File: config.mk
export PLATFORM = sky130hd
export DESIGN_NAME = hazard_forward_ctrl_flat
export DESIGN_NICKNAME = d
export VERILOG_FILES = /design/src/rtl/hazard_forward_ctrl_if.sv /design/src/rtl/hazard_forward_ctrl.sv /design/src/flat_wrapper.sv
export SDC_FILE = /design/constraint.sdc
export NUM_CORES = 1
export LEC_CHECK = 0
export BUFFER_PORTS_ARGS = -buffer_cell sky130_fd_sc_hd__buf_2
export CAP_MARGIN = 20
export CELL_PAD_IN_SITES_DETAIL_PLACEMENT = 1
export CELL_PAD_IN_SITES_GLOBAL_PLACEMENT = 1
export CORE_ASPECT_RATIO = 1.75
export CORE_MARGIN = 8
export CORE_UTILIZATION = 38
export DETAILED_ROUTE_END_ITERATION = 16
export PLACE_DENSITY = 0.86
export SYNTH_ARGS = -nofsm -noshare
export SYNTH_HDL_FRONTEND = slang
export SYNTH_SLANG_ARGS = --single-unit
File: constraint.sdc
create_clock -name clk -period 1.8 [get_ports clk]
set_input_delay 0.09 -clock clk [delete_from_list [all_inputs] [get_ports clk]]
set_output_delay 0.09 -clock clk [all_outputs]
set_load 0.005 [all_outputs]
File: src/rtl/hazard_forward_ctrl_if.sv
// Decode-side instruction fields and execute-side control selects exchanged
// between the pipeline datapath and the hazard/forwarding controller.
interface hazard_forward_ctrl_if;
    logic       valid_d;
    logic [4:0] rs1_d;
    logic [4:0] rs2_d;
    logic [4:0] rd_d;
    logic       regwrite_d;
    logic       load_d;
    logic       pcsrc_e;

    logic [1:0] forward_a_e;
    logic [1:0] forward_b_e;
    logic       stall_f;
    logic       stall_d;
    logic       flush_d;
    logic       flush_e;

    // Datapath side: presents decode fields and branch outcome, consumes selects.
    modport master (
        output valid_d, rs1_d, rs2_d, rd_d, regwrite_d, load_d, pcsrc_e,
        input  forward_a_e, forward_b_e, stall_f, stall_d, flush_d, flush_e
    );

    // Controller side.
    modport slave (
        input  valid_d, rs1_d, rs2_d, rd_d, regwrite_d, load_d, pcsrc_e,
        output forward_a_e, forward_b_e, stall_f, stall_d, flush_d, flush_e
    );
endinterface

File: src/rtl/hazard_forward_ctrl.sv
// Hazard unit: shadows E/M/W register fields, drives operand-forwarding selects,
// load-use stalls of LOAD_LAT cycles (legal 1..3) and taken-branch flushes.
module hazard_forward_ctrl #(
    parameter int unsigned LOAD_LAT = 1
) (
    input  logic                  clk,
    input  logic                  rst,
    hazard_forward_ctrl_if.slave  ctrl
);

    typedef struct packed {
        logic [4:0] rs1;
        logic [4:0] rs2;
        logic [4:0] rd;
        logic       regwrite;
        logic       load;
    } ex_stage_t;

    typedef struct packed {
        logic [4:0] rd;
        logic       regwrite;
    } wr_stage_t;

    typedef enum logic {
        S_IDLE  = 1'b0,
        S_STALL = 1'b1
    } state_t;

    // Cycles still owed after the hazard cycle itself.
    localparam logic [1:0] SCNT_LOAD = 2'(LOAD_LAT - 1);

    ex_stage_t ex_q;
    ex_stage_t ex_d;
    wr_stage_t mem_q;
    wr_stage_t mem_d;
    wr_stage_t wb_q;
    state_t    state_q;
    logic [1:0] scnt_q;

    logic branch;
    logic hz;
    logic stall;
    logic flush_e;

    function automatic logic [1:0] fwd_sel(
        input logic [4:0] src,
        input wr_stage_t  mem,
        input wr_stage_t  wb
    );
        if (mem.regwrite && mem.rd != 5'd0 && mem.rd == src) return 2'b10;
        if (wb.regwrite && wb.rd != 5'd0 && wb.rd == src)     return 2'b01;
        return 2'b00;
    endfunction

    // Stall must act in the hazard cycle itself, so the controls are decoded
    // combinationally from the hazard term and the registered stall state.
    always_comb begin
        branch  = ctrl.pcsrc_e & ~rst;
        hz      = ctrl.valid_d && ex_q.load && (ex_q.rd != 5'd0) &&
                  ((ex_q.rd == ctrl.rs1_d) || (ex_q.rd == ctrl.rs2_d));
        stall   = (state_q == S_STALL) || hz;
        flush_e = stall || branch;
    end

    assign ctrl.forward_a_e = fwd_sel(ex_q.rs1, mem_q, wb_q);
    assign ctrl.forward_b_e = fwd_sel(ex_q.rs2, mem_q, wb_q);
    assign ctrl.stall_f     = stall & ~branch;
    assign ctrl.stall_d     = stall & ~branch;
    assign ctrl.flush_d     = branch;
    assign ctrl.flush_e     = flush_e;

    always_comb begin
        // NOTE: default every always_comb output first so no path infers a latch.
        ex_d  = '0;
        mem_d = '{rd: ex_q.rd, regwrite: ex_q.regwrite};
        if (!flush_e) begin
            ex_d = '{rs1:      ctrl.rs1_d,
                     rs2:      ctrl.rs2_d,
                     rd:       ctrl.rd_d,
                     regwrite: ctrl.regwrite_d & ctrl.valid_d,
                     load:     ctrl.load_d & ctrl.valid_d};
        end
    end

    always_ff @(posedge clk or posedge rst) begin
        if (rst) begin
            ex_q    <= '0;
            mem_q   <= '0;
            wb_q    <= '0;
            state_q <= S_IDLE;
            scnt_q  <= 2'd0;
        end else begin
            // NOTE: non-blocking so every stage samples its pre-edge neighbour.
            ex_q  <= ex_d;
            mem_q <= mem_d;
            wb_q  <= mem_q;
            case (state_q)
                S_IDLE: begin
                    if (hz && !branch && SCNT_LOAD != 2'd0) begin
                        state_q <= S_STALL;
                        scnt_q  <= SCNT_LOAD;
                    end
                end
                S_STALL: begin
                    // A taken branch abandons the remaining stall cycles.
                    if (branch || scnt_q == 2'd1) begin
                        state_q <= S_IDLE;
                        scnt_q  <= 2'd0;
                    end else begin
                        scnt_q <= scnt_q - 2'd1;
                    end
                end
                default: begin
                    state_q <= S_IDLE;
                    scnt_q  <= 2'd0;
                end
            endcase
        end
    end

endmodule

File: src/flat_wrapper.sv
// flat-port wrapper written by rule: the top's interface ports become plain ports
module hazard_forward_ctrl_flat 
#(
    parameter int unsigned LOAD_LAT = 1
)
  (clk, rst, ctrl_valid_d, ctrl_rs1_d, ctrl_rs2_d, ctrl_rd_d, ctrl_regwrite_d, ctrl_load_d, ctrl_pcsrc_e, ctrl_forward_a_e, ctrl_forward_b_e, ctrl_stall_f, ctrl_stall_d, ctrl_flush_d, ctrl_flush_e);
  hazard_forward_ctrl_if ctrl_i ();
  input  logic clk;
  input  logic rst;
  input wire logic [$bits(ctrl_i.valid_d)-1:0] ctrl_valid_d;
  input wire logic [$bits(ctrl_i.rs1_d)-1:0] ctrl_rs1_d;
  input wire logic [$bits(ctrl_i.rs2_d)-1:0] ctrl_rs2_d;
  input wire logic [$bits(ctrl_i.rd_d)-1:0] ctrl_rd_d;
  input wire logic [$bits(ctrl_i.regwrite_d)-1:0] ctrl_regwrite_d;
  input wire logic [$bits(ctrl_i.load_d)-1:0] ctrl_load_d;
  input wire logic [$bits(ctrl_i.pcsrc_e)-1:0] ctrl_pcsrc_e;
  output wire logic [$bits(ctrl_i.forward_a_e)-1:0] ctrl_forward_a_e;
  output wire logic [$bits(ctrl_i.forward_b_e)-1:0] ctrl_forward_b_e;
  output wire logic [$bits(ctrl_i.stall_f)-1:0] ctrl_stall_f;
  output wire logic [$bits(ctrl_i.stall_d)-1:0] ctrl_stall_d;
  output wire logic [$bits(ctrl_i.flush_d)-1:0] ctrl_flush_d;
  output wire logic [$bits(ctrl_i.flush_e)-1:0] ctrl_flush_e;
  assign ctrl_i.valid_d = ctrl_valid_d;
  assign ctrl_i.rs1_d = ctrl_rs1_d;
  assign ctrl_i.rs2_d = ctrl_rs2_d;
  assign ctrl_i.rd_d = ctrl_rd_d;
  assign ctrl_i.regwrite_d = ctrl_regwrite_d;
  assign ctrl_i.load_d = ctrl_load_d;
  assign ctrl_i.pcsrc_e = ctrl_pcsrc_e;
  assign ctrl_forward_a_e = ctrl_i.forward_a_e;
  assign ctrl_forward_b_e = ctrl_i.forward_b_e;
  assign ctrl_stall_f = ctrl_i.stall_f;
  assign ctrl_stall_d = ctrl_i.stall_d;
  assign ctrl_flush_d = ctrl_i.flush_d;
  assign ctrl_flush_e = ctrl_i.flush_e;
  hazard_forward_ctrl #(.LOAD_LAT(LOAD_LAT)) u_core (.clk(clk), .rst(rst), .ctrl(ctrl_i));
endmodule
### Yosys cells after proc, flatten, opt, wreduce, memory -nomap -nowiden

Index checks and enable logic that the tools add are counted.
Widths: inputs -> output; s select.

| storage, ports and cells | value |
|---|---|
| logic and storage cells | 59 |
| input bits | 21 |
| output and inout port bits | 8 |
| bits in registers | 32 |

| cells by class | value |
|---|---|
| $add $sub $neg | 1 |
| reduce and logical (&&, ||, !) cells | 16 |
| equal/unequal tests | 7 |
| bitwise gates (word level) | 6 |
| multiplexer cells | 18 |

Operators by type and width:

| cell | number |
|---|---|
| $eq 5x5->1 | 6 |
| $mux 2 | 9 |
| $mux 17 | 1 |
| $reduce_bool 5->1 | 3 |
| $logic_and 1x1->1 | 9 |
| $mux 1 | 8 |
| $and 1x1->1 | 4 |
| $logic_or 1x1->1 | 4 |
| $eq 2x1->1 const B | 1 |
| $not 1->1 | 2 |
| $sub 2x1->2 const B | 1 |

### Logic depth before layout (Yosys ltp)

Gate-level depths: netlist of the first run.

| depth | value |
|---|---|
| word-level depth | 7 |
| mapped depth | 6 |
| mapped depth without buffers | 6 |

### Least setup slack after synthesis of the first run

No wires, ideal clock.

| timing path | value |
|---|---|
| path kind | input to output |
| start point | input rst |
| end point | output ctrl_stall_f |
| path slack | -29 ps |
| cell stages on the path | 6 |
| data arrival time | 1739 ps |
| data required time | 1710 ps |
| cells stage by stage | inv_1 > nand2_1 > clkbuf_1 > and3_1 > a32o_1 > buf_4 |

| between the ends | value |
|---|---|
| longest elaborated chain between the ends | 4 |

RTL lines:

| what | RTL line | RTL |
|---|---|---|
| from (decl) | flat_wrapper.sv:9 | `input logic rst;` |
| $not 1->1 | hazard_forward_ctrl.sv:58 | `branch = ctrl.pcsrc_e & ~rst;` |
| $and 1x1->1 | hazard_forward_ctrl.sv:58 |  |
| $not 1->1 | - |  |
| $and 1x1->1 | - |  |
| to (decl) | flat_wrapper.sv:19 | `output wire logic [$bits(ctrl_i.stall_f)-1:0] ctrl_stall_f;` |

No other way between the ends.

### Worst setup path after layout of the first run

| timing path | value |
|---|---|
| start point | register u_core.mem_q[1] (netlist name) |
| end point | output ctrl_forward_a_e[0] |

| between the ends | value |
|---|---|
| longest elaborated chain between the ends | 5 |
| elaborated cells on any way between the ends | 6 |
| classes of those cells | eq/ne: 1; mux: 2; reduce/logical: 3 |

RTL lines:

| what | RTL line | RTL |
|---|---|---|
| from (decl) | hazard_forward_ctrl.sv:34 | `wr_stage_t mem_q;` |
| from (signal assigned) | hazard_forward_ctrl.sv:95 | `mem_q <= mem_d;` |
| $reduce_bool 5->1 | hazard_forward_ctrl.sv:50 | `if (mem.regwrite && mem.rd != 5'd0 && mem.rd == src) return 2'b10;` |
| $logic_and 1x1->1 | hazard_forward_ctrl.sv:50 |  |
| $logic_and 1x1->1 * | hazard_forward_ctrl.sv:50 |  |
| $mux 1 * | hazard_forward_ctrl.sv:50 |  |
| $mux 2 * | hazard_forward_ctrl.sv:51 | `if (wb.regwrite && wb.rd != 5'd0 && wb.rd == src) return 2'b01;` |
| to (decl) | flat_wrapper.sv:17 | `output wire logic [$bits(ctrl_i.forward_a_e)-1:0] ctrl_forward_a_e;` |

Every way passes the cells marked *; elsewhere a longest branch is shown, timed or not.

==> results of run 1 <==
per-layer routing:
| layer | track usage (%) | part of all wire, % | vias to the layer above | wire length [µm] |
|---|---|---|---|---|
| li1 | - | - | 564 | - |
| met1 | 12.6 | 35 | 597 | 1390 |
| met2 | 25.7 | 58 | 38 | 2340 |
| met3 | 3.86 | 3.8 | 10 | 152 |
| met4 | 6.91 | 3.0 | 0 | 119 |
| met5 | 0 | 0 | - | 0 |
final cells by class:
type                    count  share of cell area [%]
clock buffers               6                    3.69
clock inverters             2                    1.78
well taps                  48                    3.06
multi-input cells          94                    35.5
repair buffers             45                    14.1
inverters                   4                   0.955
flip-flops and latches     32                    40.9
cell usage in the layout, fill, tap and decap left out, drive strengths merged:
master	instances
nor3	2
ha	1
nor2	1
o22ai	1
buf	44
dlygate4sd3	1
nand2	5
xor2	14
a211o	1
o21ai	3
nand4	2
nand3	19
a32o	1
inv	2
a21oi	17
bufinv	1
clkbuf	6
mux2	1
nor4	4
clkinv	2
dfrtp	32
or4	4
clkinvlp	1
xnor2	16
and3	2
critical path: cells and delay by family, from the launching register on:
kind,cells,cell delay (ns)
AOI/OAI and AO/OA,1,0.19
buffers and inverters,1,0.15
and+or+nand+nor,3,0.86
DFF,1,0.39
state kept, by name, indices dropped and copies added (netlist names):
signal,cells
u_core.ex_q,17
u_core.mem_q,6
u_core.scnt_q,2
u_core.state_q,1
u_core.wb_q,6
cells by family after synthesis:
| logic type | after synthesis | synth area share, % |
|---|---|---|
| multiplexers | 1 | 0.756 |
| buffers and inverters | 11 | 3.19 |
| AO/OA/AOI/OAI | 23 | 9.07 |
| adder cells (fa/ha/maj) | 1 | 0.839 |
| flip-flops | 32 | 53.7 |
| XOR/XNOR | 30 | 17.6 |
| AND/OR/NAND/NOR | 39 | 14.8 |
what timing repair did:
action / CTS / global route
pin swaps: 8 / 6
gates resized for setup: 7 / 6
gates cloned: 0 / 0
hold endpoints to repair: 32 / 0
setup buffers: 6 / 3
endpoints found under the setup margin: 3 / 5
hold buffers: 1 / 0
stage by stage:
stage	hold WS [ns]	instance area [µm²]	power (mW)	TNS, ns
after floorplan	0.0225	1490	1.01	0
after global placement	0.214	1710	1.08	0
after detailed placement	0.243	1710	1.12	0
after CTS	0.0401	1920	1.82	-0.258
after global routing	0.0531	1970	1.89	-0.550
final	0.0530	1970	1.80	-0.252
path summary, 6_finish.rpt:
kind                            slack (ns)                   to  depth (start not counted)            start
worst max-delay path                 -0.15  ctrl_forward_a_e[0]                          5  u_core.mem_q[1]
worst min-delay path                  0.05       u_core.ex_q[3]                          3     ctrl_rd_d[1]
worst max register to register        0.35      u_core.ex_q[10]                          6   u_core.ex_q[5]
worst min register to register        0.36      u_core.mem_q[0]                          0   u_core.ex_q[1]
max in group asynchronous             1.02       u_core.ex_q[5]                          4              rst
min in group asynchronous             0.47       u_core.ex_q[3]                          4              rst
where the power goes:
group,internal [mW],total [mW],switching [mW]
sequential,0.783,0.841,0.0583
combinational,0.152,0.304,0.152
clock,0.410,0.657,0.246
total,1.34,1.80,0.457
==> impl_summary.md, run 1 <==
STA
For the pin with the worst max-slew slack, the measured transition is 0.444 ns. Setup repair after global routing could not meet its margin everywhere. Dividing the final minimum period by the clock period gives 108%. The tightest slew margin relative to the limit is 70.4%. The clock period minus worst slack is 1.95 ns. The post-route clock skew is 0.00297 ns. The final max-slew violation count is 0. The minimum setup slack in the final design is -0.147 ns. Setup violations remaining at the end of the flow were counted as 2. The final number of hold-violating endpoints is 0.

Derived from the worst setup path, the maximum achievable clock frequency is 514 MHz.

Flow run
Across the run, the number of max-cap violations was 0.

Final layout
Relative to the synthesized area, the layout overhead comes to 31.9%. In the final layout, the share of cells above drive strength 1 is 36.1%. The combined flip-flop and latch cell area is 803 µm².

In the final design database the tool counted 204 nets. The share of the core filled with cells in the final layout is 51.3%. The repair_antennas step left the layout with diodes totalling 0. The count of fill cells added during filler insertion is 442.

In the final layout, the multi-input gates occupy 698 µm². The finished layout holds 231 standard cells, fillers aside.

Global route
The total overflow left after global routing is 0. The number of antenna violations at the first check in global routing came to 0. The first-pass GRT wire length is 6700 µm. The global-route usage over all layers is 13.6%. Entering global routing, the biggest net connects 33 pins. The number of global-route vias before repair was 1,458.

Place
The congestion estimate from routability-driven global placement came to 0.829. The placement-stage worst setup slack is 0.0815 ns. The total half-perimeter wirelength after legalization and detailed placement is 3040 µm. During placement, the flow inserted port buffers numbering 28. Once placement completed, the tool counted placed cells totaling 213.

Floorplan
The die is 63.3 µm wide. The count of boundary I/O pins is 29. The floorplan step defined a core boundary enclosing 3830 µm².

For this configuration, the core starts out at a cell density of 38.9%. The floorplan row count is 30. The die is 98.8 µm tall. The die covers 6260 µm².

CTS
The clock net sink count is 32. The CTS tree is done. In this run, CTS created clock tree buffers numbering 5. The clock tree buffer depth is 2. The root buffer cell chosen for the clock tree is clkbuf_8.

The clock transition at the registers of the reported paths is 0.06 ns. The clock latency on the worst-skew pair is 0.28 ns. The count of H-tree levels built during CTS is 2.

Route
For this block, the routed nets add up to 4000 µm of wire. The routed layout has 1,209 vias. The length of the first detailed-routing pass in iterations is 4. The detail route stage leaves a number of antenna-violating nets equal to 0. Using the TritonRoute via totals, the vias-per-cell ratio works out to 5.23. After the first detailed-routing iteration, the DRC count stood at 23.

The residual DRC count is 0. The routed wire length per instance is 17.3 µm.

Run status
The run finished, with violations left. The checks that failed: setup timing.

Critical path
In this run the worst path has a maximum fanout of 2. For the worst setup path, the data arrival time is 1.86 ns. The critical path goes through or4_4 -> o21ai_4 -> nor4_4 -> nor4_2 -> buf_2.

The category of the worst setup path launch point is a flop. The peak per-stage delay on the critical path is 0.55 ns. For the worst setup path, the data required time is 1.71 ns.

The critical path is of the flop to primary output type. The capturing element type of the critical path is a primary output. The slowest stage of the critical path belongs to the cell or4_4.

Hold path
The type of the most critical hold path is primary input to flop.

Yosys
The most area-hungry cell type in the Yosys netlist is dfrtp_1. The number of distinct library cells after synthesis is 26. Averaged over all synthesized cells, the footprint is 10.9 µm².

The post-synthesis async set-or-reset flop share is 100%. The main flop type after synthesis is dfrtp_1. The total of warnings raised by yosys is 0. The number of nets handed over by synthesis was 159.

The share of the Yosys chip area taken by registers is 53.7%. Synthesis inferred 32 register bits. Of the post-synthesis cell area, the dominant cell type holds 53.7%. In this run, synthesis inferred 0 flip-flops with an integrated enable. The cell area that synthesis handed to floorplanning was 1490 µm². The most frequently used cell type in the post-synthesis netlist is dfrtp_1.

Counting every instance in the synthesized netlist gives 137. Counting instances in the post-synthesis netlist gives the leading cell types as 32 x dfrtp_1, 19 x nand3_1, 17 x a21oi_1. After synthesis, the cell types taking the most area are dfrtp_1 54%, xnor2_1 9.4%, xor2_1 8.2%, nand3_1 6.4%, a21oi_1 5.7%.

Power and ir drop
For this design the ratio of total power to cell area is 917 nW/µm². The static leakage power is 0.936 nW. The peak supply drop is 0.000698 V.
Note: power is estimated with default switching activity, not from simulation.
==> run 2: changes to the inputs <==
ABC_AREA = 1   (was default)
CORE_MARGIN = default   (was 8)
CORE_UTILIZATION = 36   (was 38)
PLACE_DENSITY = 0.85   (was 0.86)
==> run 2 against run 1 <==
Clock power up 2%. The flow now finishes without violations. Routed wire length shrank 20%. Worst setup slack better by 0.30 ns. Combinational power down 35%. Worst hold slack got worse by 0.043 ns. Critical path type unchanged. Final area down 6.9%. Final cell count rose by 8.7%. Sequential share of layout area rose by 3.0 points. Largest power group unchanged. Largest cell class unchanged. Flip-flop and latch count unchanged. Non-clock buffer count is 14 lower. Maximum frequency rose by 18%.
==> impl_summary.md, run 2 <==
Run status
The flow ran to the end, and the final reports show no timing, DRC or antenna violations.

STA
The count of endpoints failing setup in the final report is 0 (-2). The accumulated negative setup slack is 0 ns (+0.252 ns). The minimum setup slack in the final design is 0.150 ns (+0.296 ns).

The tightest slew margin relative to the limit is 73.7% (+3.3 points). The clock period minus worst slack came to 1.65 ns (-0.296 ns). The final number of hold-violating endpoints is 0 (unchanged). The final period utilization is 91.7% (-16 points).

Setup repair after global routing left no endpoint under its margin. The pin slew with the least headroom to its limit is 0.395 ns (-0.0488 ns). The final max-slew violation count is 0 (unchanged). The post-route clock skew is 0.00239 ns (-0.000576 ns). The maximum clock frequency is 606 MHz (+18%).

Floorplan
The initial core utilization is 38.3% (-0.67 points). The floorplan row count is 30 (unchanged). The area enclosed by the die boundary came to 4460 µm² (-29%). The count of boundary I/O pins was 29 (unchanged).

The die span in x came to 50.9 µm (-20%). The height of the die is 87.6 µm (-11%). The core box area is 3940 µm² (+2.9%).

Yosys
The most area-hungry cell type in the Yosys netlist is dfrtp_1. The post-synthesis sequential element count is 32 (unchanged). The area share of the leading cell type in the synthesized netlist is 53.1% (-0.62 points). The post-synthesis async set-or-reset flop share is 100% (unchanged). The post-synth design cell area is 1510 µm² (+1.2%). By area the synthesized netlist is led by dfrtp_1 53%, nand2_1 7.7%, inv_1 7.0%, xnor2_1 7.0%, xor2_1 5.8%. The mean instance size in the synthesized netlist is 9.08 µm² (-16%). The total of warnings raised by yosys is 0 (unchanged). Among all cell types in the netlist, the one instantiated most often is dfrtp_1.

The sequential share of the synthesized area came to 53.1% (-0.62 points). The number of distinct library cells after synthesis is 20 (-23%). Among all flip-flop cells after synthesis, the most frequent one is dfrtp_1. The net count after synthesis is 188 (+18%). The gate count of the mapped netlist came to 166 (+21%). The count of flip-flops with a built-in enable after synthesis is 0 (unchanged). Counting instances in the post-synthesis netlist gives the leading cell types as 32 x dfrtp_1, 31 x nand2_1, 28 x inv_1.

Global route
The number of global-route vias before repair is 1,224 (-16%). The global-route usage over all layers is 17.1% (+3.5 points). The first-pass GRT wire length was 5380 µm (-20%).

The leftover overflow at the end of global routing is 0 (unchanged). The pin count of the biggest net entering global routing came to 33 (unchanged). The number of antenna violations at the first check in global routing is 0 (unchanged).

Power and ir drop
The peak supply drop is 0.000794 V (+14%). The static leakage power came to 0.997 nW (+6.5%). The power density over the cells is 914 nW/µm² (-0.29%).

Critical path
The startpoint of the worst register-to-register path is u_core.ex_q[2]. Following the worst setup path forward leads to its endpoint at ctrl_flush_e. The largest fanout on the critical path was 6 (+4). The critical path is of the flop to primary output type. The arrival time reported for the critical path endpoint is 1.56 ns (-0.30 ns). The data required time of the worst path is 1.71 ns (about the same).

The terminus of the critical flop-to-flop path is u_core.ex_q[2]. The launching element of the worst setup path is u_core.ex_q[2]. The worst setup path is captured at a primary output. The path depth of the worst reg2reg path is 8 (+2). The category of the worst setup path launch point is a flop. The worst-case register-to-register setup slack came to 0.24 ns (-0.11 ns).

Final layout
The register ranked first by flip-flop count is u_core.ex_q. The layout overhead on the synthesized area is 21.3%. The filler-free cell count of the finished design is 251 (+8.7%). The antenna cell count is 0 (unchanged). The flip-flop count of the largest register after layout came to 17 (unchanged).

The largest registers in the layout are u_core.ex_q: 17 flops, u_core.mem_q: 6 flops, u_core.wb_q: 6 flops. The fraction of layout cells with a size suffix above 1 was 24.6% (-11 points). The net count reported at finish came to 224 (+9.8%). The library cells used most frequently in the layout, excluding fill and tap cells, are 31 x nand2_1, 31 x dfrtp_1, 28 x inv_1, 28 x buf_2, 21 x nor2_1.

CTS
The clock net sink count is 32 (unchanged). The clock latency on the worst-skew pair is 0.28 ns (about the same). The clock tree buffer depth was 2 (unchanged). The CTS tree is done. The number of CTS-inserted buffers is 5 (unchanged).

The count of H-tree levels built during CTS is 2 (unchanged). The clock transition at the registers of the reported paths came to 0.06 ns (about the same). The cell at the root of the clock tree is clkbuf_8.

Route
The residual DRC count is 0 (unchanged). The violation count after the first detailed-route iteration is 22 (-4.3%). The post-route antenna net violation count is 0 (unchanged). The routed wire length per instance is 12.8 µm (-26%). The vias per cell came to 4.54 (-13%). The via count is 1,140 (-5.7%). The sum of routed wire length over all layers is 3210 µm (-20%). The length of the first detailed-routing pass in iterations is 4 (unchanged).

Place
The total half-perimeter wirelength after legalization and detailed placement was 2520 µm (-17%). The placement-stage worst setup slack came to 0.170 ns (+0.0882 ns). The port buffer count was 28 (unchanged).

The number of placed instances, taps included is 241 (+13%). The global placement routability congestion is 0.763 (-8.0%).

Flow run
The max-capacitance violation count is 0 (unchanged).

Hold path
The type of the most critical hold path is primary input to flop.
==> run 2: cell count changes after synthesis, sizes merged, moves of 2 or more <==
cell	previous run	this run
a21oi	17	1
and3	2	0
clkbuf	4	0
inv	3	28
nand2	5	32
nand3	19	7
nor2	1	30
nor4	4	2
or4	4	0
xnor2	16	12
xor2	14	10
==> run 2: worst max-delay path: stages, from the launching register on <==
cell and delay, ns:
dfrtp_1 0.45, nor3_1 0.27, nand3_1 0.12, nand3_1 0.10, inv_1 0.05, nand2_2 0.08
nand3_4 0.07, buf_2 0.13
==> run 2: power by group <==
| group | switching, mW | leakage (nW) | internal (mW) |
|---|---|---|---|
| Sequential | 0.0439 | 0.391 | 0.762 |
| Clock | 0.256 | 0.0552 | 0.410 |
| Combinational | 0.109 | 0.551 | 0.0900 |
| Total | 0.410 | 0.997 | 1.26 |
==> run 2: worst min-delay path by stage <==
stage | slack, ns | from | to | depth (start not counted)
after floorplan | 0.20 | ctrl_rd_d[0] | u_core.ex_q[2] | 2
after CTS | 0.006 | ctrl_rd_d[1] | u_core.ex_q[3] | 3
after detailed placement | 0.29 | rst | u_core.ex_q[5] | 3
after global placement | 0.28 | rst | u_core.ex_q[5] | 3
after global routing | 0.004 | ctrl_rd_d[1] | u_core.ex_q[3] | 3
final | 0.01 | ctrl_rd_d[1] | u_core.ex_q[3] | 3
==> run 2: final cells by class <==
class                           count  area (µm²)
Tap cell                           48        60.1
Clock inverter                      2        35.0
Sequential cell                    32         802
Inverter                           28         105
Fill cell                         483        2110
Multi-Input combinational cell    104         589
Clock buffer                        6        72.6
Timing Repair Buffer               31         165
==> run 2: cells by family (layout without fill, tap and decap cells) <==
kind of cell             after synthesis  in the layout  share of synthesized area (%)
buffers and inverters                 30             67                           8.22
AO/OA/AOI/OAI                          4              4                           1.33
AND/OR/NAND/NOR                       77             77                           23.7
flip-flops                            32             32                           53.1
adder cells (fa/ha/maj)                1              1                          0.830
XOR/XNOR                              22             22                           12.8
==> run 2: stage by stage <==
stage	power, mW	hold slack [ns]	area [µm²]	utilization [%]
CTS	1.69	0.00645	1820	46.2
global route	1.76	0.00393	1830	46.4
detailed placement	1.02	0.287	1700	43.0
global placement	1.01	0.275	1700	43.0
floorplan	0.944	0.196	1510	-
finish	1.67	0.00987	1830	46.4
==> run 2: repair_timing <==
item / in CTS / in global routing
resized for setup: 0 / 2
setup buffers: 1 / 0
hold buffers: 1 / 0
pin swaps: 0 / 0
hold endpoints to repair: 32 / 0
endpoints found under the setup margin: 1 / 4
==> run 2: per-layer routing <==
layer / global-route usage [%] / routed length (µm) / vias to the layer above
met5: 0 / 0 / -
li1: - / - / 565
met2: 33.7 / 1970 / 27
met3: 3.13 / 94 / 5
met1: 16.1 / 1090 / 543
met4: 8.33 / 65 / 0
